## src/rtl/dff_pipe_pkg.sv

```systemverilog
// Shared helpers for the elastic register pipeline.
// Provides the occupancy-counter width function used by the interface and top.
package dff_pipe_pkg;

  // Occupancy counts 0..depth inclusive.
  function automatic int occ_w(input int depth);
    return (depth < 1) ? 1 : $clog2(depth + 1);
  endfunction

endpackage

```

## src/rtl/dff_pipe_if.sv

```systemverilog
// Valid/ready bus of the elastic register pipeline.
// slave: pipeline side; master: producer/consumer side.
interface dff_pipe_if #(
  parameter int WIDTH = 8,
  parameter int DEPTH = 2
);
  import dff_pipe_pkg::*;

  logic                      load;
  logic [WIDTH-1:0]          data;
  logic                      load_ready;
  logic                      q_valid;
  logic                      q_ready;
  logic [WIDTH-1:0]          Q;
  logic [WIDTH-1:0]          notQ;
  logic [occ_w(DEPTH)-1:0]   occupancy;
  logic                      parity_err;

  modport slave (
    input  load, data, q_ready,
    output load_ready, q_valid, Q, notQ,
    output occupancy, parity_err
  );

  modport master (
    output load, data, q_ready,
    input  load_ready, q_valid, Q, notQ,
    input  occupancy, parity_err
  );

endinterface

```

## src/rtl/dff_pipe_stage.sv

```systemverilog
// One pipeline register: valid flag plus W-bit word, async reset.
// Ports: clk, reset, ld (slot free/advancing), in_valid/in_data, valid/q.
module dff_pipe_stage #(
  parameter int W = 8,
  parameter logic [W-1:0] RESET_VALUE = '0
) (
  input  logic         clk,
  input  logic         reset,
  input  logic         ld,
  input  logic         in_valid,
  input  logic [W-1:0] in_data,
  output logic         valid,
  output logic [W-1:0] q
);

  // The word only changes on a real transfer in, so a
  // drained slot keeps its last contents instead of junk.
  always_ff @(posedge clk or posedge reset) begin
    if (reset) begin
      valid <= 1'b0;
      q     <= RESET_VALUE;
    end else if (ld) begin
      valid <= in_valid;
      if (in_valid) q <= in_data;
    end
  end

endmodule

```

## src/rtl/dff_pipe_reg.sv

```systemverilog
// Elastic DEPTH x WIDTH register pipeline, valid/ready both ends.
// Ports: clk, reset (async, high), bus (dff_pipe_if.slave).
// Optional DFF_PIPE_PARITY_EN: one even-parity bit per stage.
module dff_pipe_reg
  import dff_pipe_pkg::*;
#(
  parameter int WIDTH = 8,
  parameter int DEPTH = 2,
  parameter logic [WIDTH-1:0] RESET_VALUE = '0
) (
  input  logic      clk,
  input  logic      reset,
  dff_pipe_if.slave bus
);

  localparam int OW = occ_w(DEPTH);

`ifdef DFF_PIPE_PARITY_EN
  localparam int SW = WIDTH + 1;
  localparam logic [SW-1:0] SRV =
    {^RESET_VALUE, RESET_VALUE};
`else
  localparam int SW = WIDTH;
  localparam logic [SW-1:0] SRV = RESET_VALUE;
`endif

  logic [DEPTH-1:0] valid;
  logic [DEPTH-1:0] adv;
  logic [DEPTH-1:0] ld;
  logic [DEPTH-1:0] src_valid;
  logic [SW-1:0]    word     [DEPTH];
  logic [SW-1:0]    src_word [DEPTH];
  logic [SW-1:0]    in_word;
  logic             in_xfer;
  logic             out_xfer;
  logic [OW-1:0]    occ;

`ifdef DFF_PIPE_PARITY_EN
  assign in_word = {^bus.data, bus.data};
  assign bus.parity_err = valid[DEPTH-1] &&
    ((^word[DEPTH-1][WIDTH-1:0]) != word[DEPTH-1][WIDTH]);
`else
  assign in_word = bus.data;
  assign bus.parity_err = 1'b0;
`endif

  // Ready chain runs tail to head, purely combinational:
  // a stage may move on if the next slot is empty or moving.
  always_comb begin
    adv = '0;
    adv[DEPTH-1] = bus.q_ready;
    for (int s = DEPTH - 2; s >= 0; s--)
      adv[s] = !valid[s+1] || adv[s+1];
  end

  assign ld = ~valid | adv;

  always_comb begin
    src_valid    = '0;
    src_valid[0] = bus.load;
    src_word[0]  = in_word;
    for (int s = 1; s < DEPTH; s++) begin
      src_valid[s] = valid[s-1];
      src_word[s]  = word[s-1];
    end
  end

  for (genvar s = 0; s < DEPTH; s++) begin : g_st
    dff_pipe_stage #(
      .W           (SW),
      .RESET_VALUE (SRV)
    ) u_st (
      .clk      (clk),
      .reset    (reset),
      .ld       (ld[s]),
      .in_valid (src_valid[s]),
      .in_data  (src_word[s]),
      .valid    (valid[s]),
      .q        (word[s])
    );
  end

  assign in_xfer  = bus.load && ld[0];
  assign out_xfer = valid[DEPTH-1] && bus.q_ready;

  always_ff @(posedge clk or posedge reset) begin
    if (reset) begin
      occ <= '0;
    end else begin
      unique case ({in_xfer, out_xfer})
        2'b10:   occ <= occ + OW'(1);
        2'b01:   occ <= occ - OW'(1);
        default: occ <= occ;
      endcase
    end
  end

  assign bus.load_ready = ld[0];
  assign bus.q_valid    = valid[DEPTH-1];
  assign bus.Q          = word[DEPTH-1][WIDTH-1:0];
  assign bus.notQ       = ~word[DEPTH-1][WIDTH-1:0];
  assign bus.occupancy  = occ;

endmodule
```

## src/flat_wrapper.sv

```systemverilog
// flat-port wrapper written by rule: the top's interface ports become plain ports
module dff_pipe_reg_flat import dff_pipe_pkg::*;
#(
  parameter int WIDTH = 8,
  parameter int DEPTH = 2,
  parameter logic [WIDTH-1:0] RESET_VALUE = '0
)
  (clk, reset, bus_load, bus_data, bus_q_ready, bus_load_ready, bus_q_valid, bus_Q, bus_notQ, bus_occupancy, bus_parity_err);
  dff_pipe_if #(.WIDTH(WIDTH), .DEPTH(DEPTH)) bus_i ();
  input  logic clk;
  input  logic reset;
  input wire logic [$bits(bus_i.load)-1:0] bus_load;
  input wire logic [$bits(bus_i.data)-1:0] bus_data;
  input wire logic [$bits(bus_i.q_ready)-1:0] bus_q_ready;
  output wire logic [$bits(bus_i.load_ready)-1:0] bus_load_ready;
  output wire logic [$bits(bus_i.q_valid)-1:0] bus_q_valid;
  output wire logic [$bits(bus_i.Q)-1:0] bus_Q;
  output wire logic [$bits(bus_i.notQ)-1:0] bus_notQ;
  output wire logic [$bits(bus_i.occupancy)-1:0] bus_occupancy;
  output wire logic [$bits(bus_i.parity_err)-1:0] bus_parity_err;
  assign bus_i.load = bus_load;
  assign bus_i.data = bus_data;
  assign bus_i.q_ready = bus_q_ready;
  assign bus_load_ready = bus_i.load_ready;
  assign bus_q_valid = bus_i.q_valid;
  assign bus_Q = bus_i.Q;
  assign bus_notQ = bus_i.notQ;
  assign bus_occupancy = bus_i.occupancy;
  assign bus_parity_err = bus_i.parity_err;
  dff_pipe_reg #(.WIDTH(WIDTH), .DEPTH(DEPTH), .RESET_VALUE(RESET_VALUE)) u_core (.clk(clk), .reset(reset), .bus(bus_i));
endmodule
```

## config.mk

```make
export PLATFORM = sky130hd
export DESIGN_NAME = dff_pipe_reg_flat
export DESIGN_NICKNAME = d
export VERILOG_FILES = /design/src/rtl/dff_pipe_pkg.sv /design/src/rtl/dff_pipe_if.sv /design/src/rtl/dff_pipe_stage.sv /design/src/rtl/dff_pipe_reg.sv /design/src/flat_wrapper.sv
export SDC_FILE = /design/constraint.sdc
export NUM_CORES = 1
export LEC_CHECK = 0
export ABC_AREA = 1
export CAP_MARGIN = 5
export CORE_AREA = 10 10 68 59
export DETAILED_ROUTE_END_ITERATION = 8
export DIE_AREA = 0 0 78 69
export DONT_BUFFER_PORTS = 1
export GPL_TIMING_DRIVEN = 0
export HOLD_SLACK_MARGIN = 0.15
export PLACE_DENSITY = 0.47
export SLEW_MARGIN = 20
export SYNTH_ARGS = -nofsm -noshare
export SYNTH_HDL_FRONTEND = slang
export SYNTH_SLANG_ARGS = --single-unit
```

## constraint.sdc

```tcl
create_clock -name clk -period 3 [get_ports clk]
set_input_delay 0.3 -clock clk [delete_from_list [all_inputs] [get_ports clk]]
set_output_delay 0.3 -clock clk [all_outputs]
set_load 0.005 [all_outputs]
```

==> flow_metrics.py <==
metrics = {
    "outcome": {
        "status": "finished, final reports clean",
    },
    "floorplan": {
        "rows": 17,
        "core_mm2": 0.00266,
        "initial_core_util_pct": 33.9,
        "die_y_um": 69,
        "die_area_mm2": 0.00538,
        "fp.dieW_um": 78,
        "io_pins": 33,
    },
    "layout": {
        "area_growth_pct": 18.2,
        "finish.utilization_pct": 40.0,
        "n_antenna_cell": 0,
        "fillers": 283,
        "final_cell_area_mm2": 0.00106,
        "nets": 129,
        "drive_gt1_share_pct": 10.4,
    },
    "yosys": {
        "synth-seq-cells": 20,
        "synth_ff_type": "dfrtp_1",
        "synth_seq_area_share_pct": 55.6,
        "yosysTopAreaCellShare_pct": 55.6,
        "yosys.area.top_type": "dfrtp_1",
        "synth_async_sr_flop_share_pct": 100,
        "syn_inst": 103,
        "synth_area_um2": 901,
        "ys_top_cells_by_count": "nand2_1 (39), dfrtp_1 (20), nand3_1 (17), inv_1 (15)",
        "synth_edf_count": 0,
        "synth_cell_types": 14,
        "post-synth-top-count-cell": "nand2_1",
        "syn-mean-instance-area_um2": 8.75,
        "ys_warn_count": 0,
        "synth_nets": 116,
        "synthTopCellsByArea": "dfrtp_1 (56%), nand2_1 (16%), nand3_1 (9.4%)",
    },
    "placement": {
        "dp_hpwl_um": 1510,
        "gp_congestion": 0.711,
        "io_buffers": 0,
        "dpl-instance-area_um2": 948,
    },
    "timing": {
        "skew_ps": 3.30,
        "finalSetupTns_ps": 0,
        "slew_violations": 0,
        "rsz0062_at_grt": "no",
        "worst_pin_slew_ps": 768,
        "max_slew_margin_pct": 48.8,
        "hold_violations": 0,
        "finalSetupViolCount": 0,
        "min_period_over_period_pct": 48.4,
        "period_minus_slack_ps": 1450,
        "max_freq_ghz": 0.688,
    },
    "worst_setup_path": {
        "arrival_ps": 1650,
        "required_ps": 3200,
        "critPathMaxStageDelay_ps": 390,
        "path_cells": "buf_6 > nand3_4 > nand2_2 > ha_1 > inv_1 > nand3_1 > nand2_1 > nand2_1",
        "critPathMaxFanout": 10,
        "slowest_stage": "dfrtp_1",
        "worstSetupPathType": "register to register",
        "start_kind": "register",
        "cp_common_cell": "nand2_1",
        "cp-end-kind": "register",
    },
    "worst_hold_path": {
        "hp-class": "input pin to register",
    },
    "grt": {
        "grtUsageTotal_pct": 7.55,
        "grt_max_degree": 21,
        "top_usage_layer": "met2",
        "grt_pass1_wl_um": 3440,
        "antenna_found_initial": 0,
        "met2_usage_pct": 11.1,
        "grt_pass1_vias": 719,
        "grt-ovfl-total": 0,
        "gr-usage-met1_pct": 9.18,
        "met3_usage_pct": 4.39,
    },
    "clocking": {
        "post_cts_buffers": 0,
        "h-tree-depth": 1,
        "numCtsBuffers": 3,
        "clk_latency_ps": 290,
        "clock_path_buffers": 2,
        "path_clk_slew_ps": 110,
        "cts_tree": "done",
        "cts-root-buf": "clkbuf_4",
        "cts_sinks": 20,
    },
    "power": {
        "sw_frac_of_total_pct": 33.7,
        "vdd_drop_max_v": 0.000265,
        "p_per_area_mw_per_mm2": 673,
        "comb_power_share_pct": 22.8,
        "p_int_mw": 0.475,
        "leakagePower_nw": 0.575,
        "pwr-share-clk_pct": 21.2,
        "p_seq_share_pct": 56.0,
        "p_sw_mw": 0.241,
        "total_power_mw": 0.716,
    },
    "drt": {
        "wl_um": 1940,
        "drt-pass1-iter-count": 4,
        "post_drt_wl_per_cell_um": 12.7,
        "route.vias.total": 641,
        "drtIter0Drc": 20,
        "vias_per_cell": 4.19,
        "antenna_left": 0,
        "drc": 0,
    },
    "job": {
        "drv_cap": 0,
    },
}
[timing repair]
action / 4_1_cts / 5_1_grt
resized for setup: 0 / 0
endpoints found under the setup margin: 0 / 0
hold endpoints to repair: 27 / 0
hold buffers: 8 / 0
[path summary, 6_finish.rpt]
| check | cells past startpoint | slack (ps) | to | start |
|---|---|---|---|---|
| min in group asynchronous | 2 | 570 | u_core.bus.occupancy[1]$_DFFE_PP0P_ | reset |
| max in group asynchronous | 2 | 1950 | u_core.bus.occupancy[0]$_DFFE_PP0P_ | reset |
| min reg2reg | 2 | 490 | u_core.g_st[0].u_st.q[2]$_DFFE_PP0P_ | u_core.g_st[0].u_st.q[2]$_DFFE_PP0P_ |
| max | 8 | 1550 | u_core.bus.occupancy[1]$_DFFE_PP0P_ | u_core.g_st[0].u_st.valid$_DFFE_PP0P_ |
| min | 2 | 180 | u_core.g_st[0].u_st.q[6]$_DFFE_PP0P_ | bus_data[6] |
| max reg2reg | 8 | 1550 | u_core.bus.occupancy[1]$_DFFE_PP0P_ | u_core.g_st[0].u_st.valid$_DFFE_PP0P_ |
[metrics by stage]
step,setup WS (ps),std cells,hold slack (ps)
2_1_floorplan,1660,103,264
3_3_place_gp,1550,141,378
3_5_place_dp,1540,141,381
4_1_cts,1530,153,155
5_1_grt,1440,153,158
6_report,1550,153,176
[state kept, by name (all words and copies together) (netlist names)]
| signal | cells |
|---|---|
| u_core.bus.occupancy | 2 |
| u_core.g_st.u_st.q | 16 |
| u_core.g_st.u_st.valid | 2 |
[cells in the final DEF, fill, tap and decap left out]
cell type / instances
nand2_1: 39
dfrtp_1: 20
nand3_1: 17
inv_1: 15
dlygate4sd3_1: 8
clkbuf_4: 3
buf_4: 2
nand2_2: 2
clkbuf_8: 2
buf_6: 1
nand3_4: 1
nand4_1: 1
nand2_4: 1
xnor2_1: 1
ha_1: 1
conb_1: 1
[critical path, delay by kind of cell (launching register included)]
kind,cells,cell delay (ps)
buffers and inverters,2,220
DFF,1,390
and+or+nand+nor,5,390
adders and majority gates,1,360
[layer usage]
| metal | wire, um | vias up |
|---|---|---|
| met4 | 9 | 0 |
| met5 | 0 | - |
| li1 | - | 338 |
| met1 | 940 | 278 |
| met2 | 796 | 23 |
| met3 | 191 | 2 |
[cell families (layout without fill, tap and decap cells)]
group / count (synthesis) / after routing / synth area share [%]
xor+xnor: 1 / 1 / 0.972
simple gates: 61 / 61 / 31.0
other cells: 1 / 1 / 0.416
fa+ha+maj: 1 / 1 / 1.39
buf+inv: 19 / 31 / 10.7
flops: 20 / 20 / 55.6
[power groups by stage]
stage | sequential, mW | clock [mW] | combinational (mW)
finish | 0.401 | 0.152 | 0.163
global placement | 0.408 | 0 | 0.158
detailed placement | 0.410 | 0 | 0.161
global route | 0.413 | 0.168 | 0.196
CTS | 0.405 | 0.162 | 0.169
floorplan | 0.390 | 0 | 0.132
[final cells by class]
type                       instances  area, um^2  share of cell area (%)
sequential                        20         500                    47.0
multi-input combinational         64         304                    28.6
timing repair buffer               8        80.1                    7.52
inverter                          15        56.3                    5.29
tap                               38        47.5                    4.47
buffer                             4        40.0                    3.76
clock buffer                       4        36.3                    3.41
(Power assumes the default switching activity.)
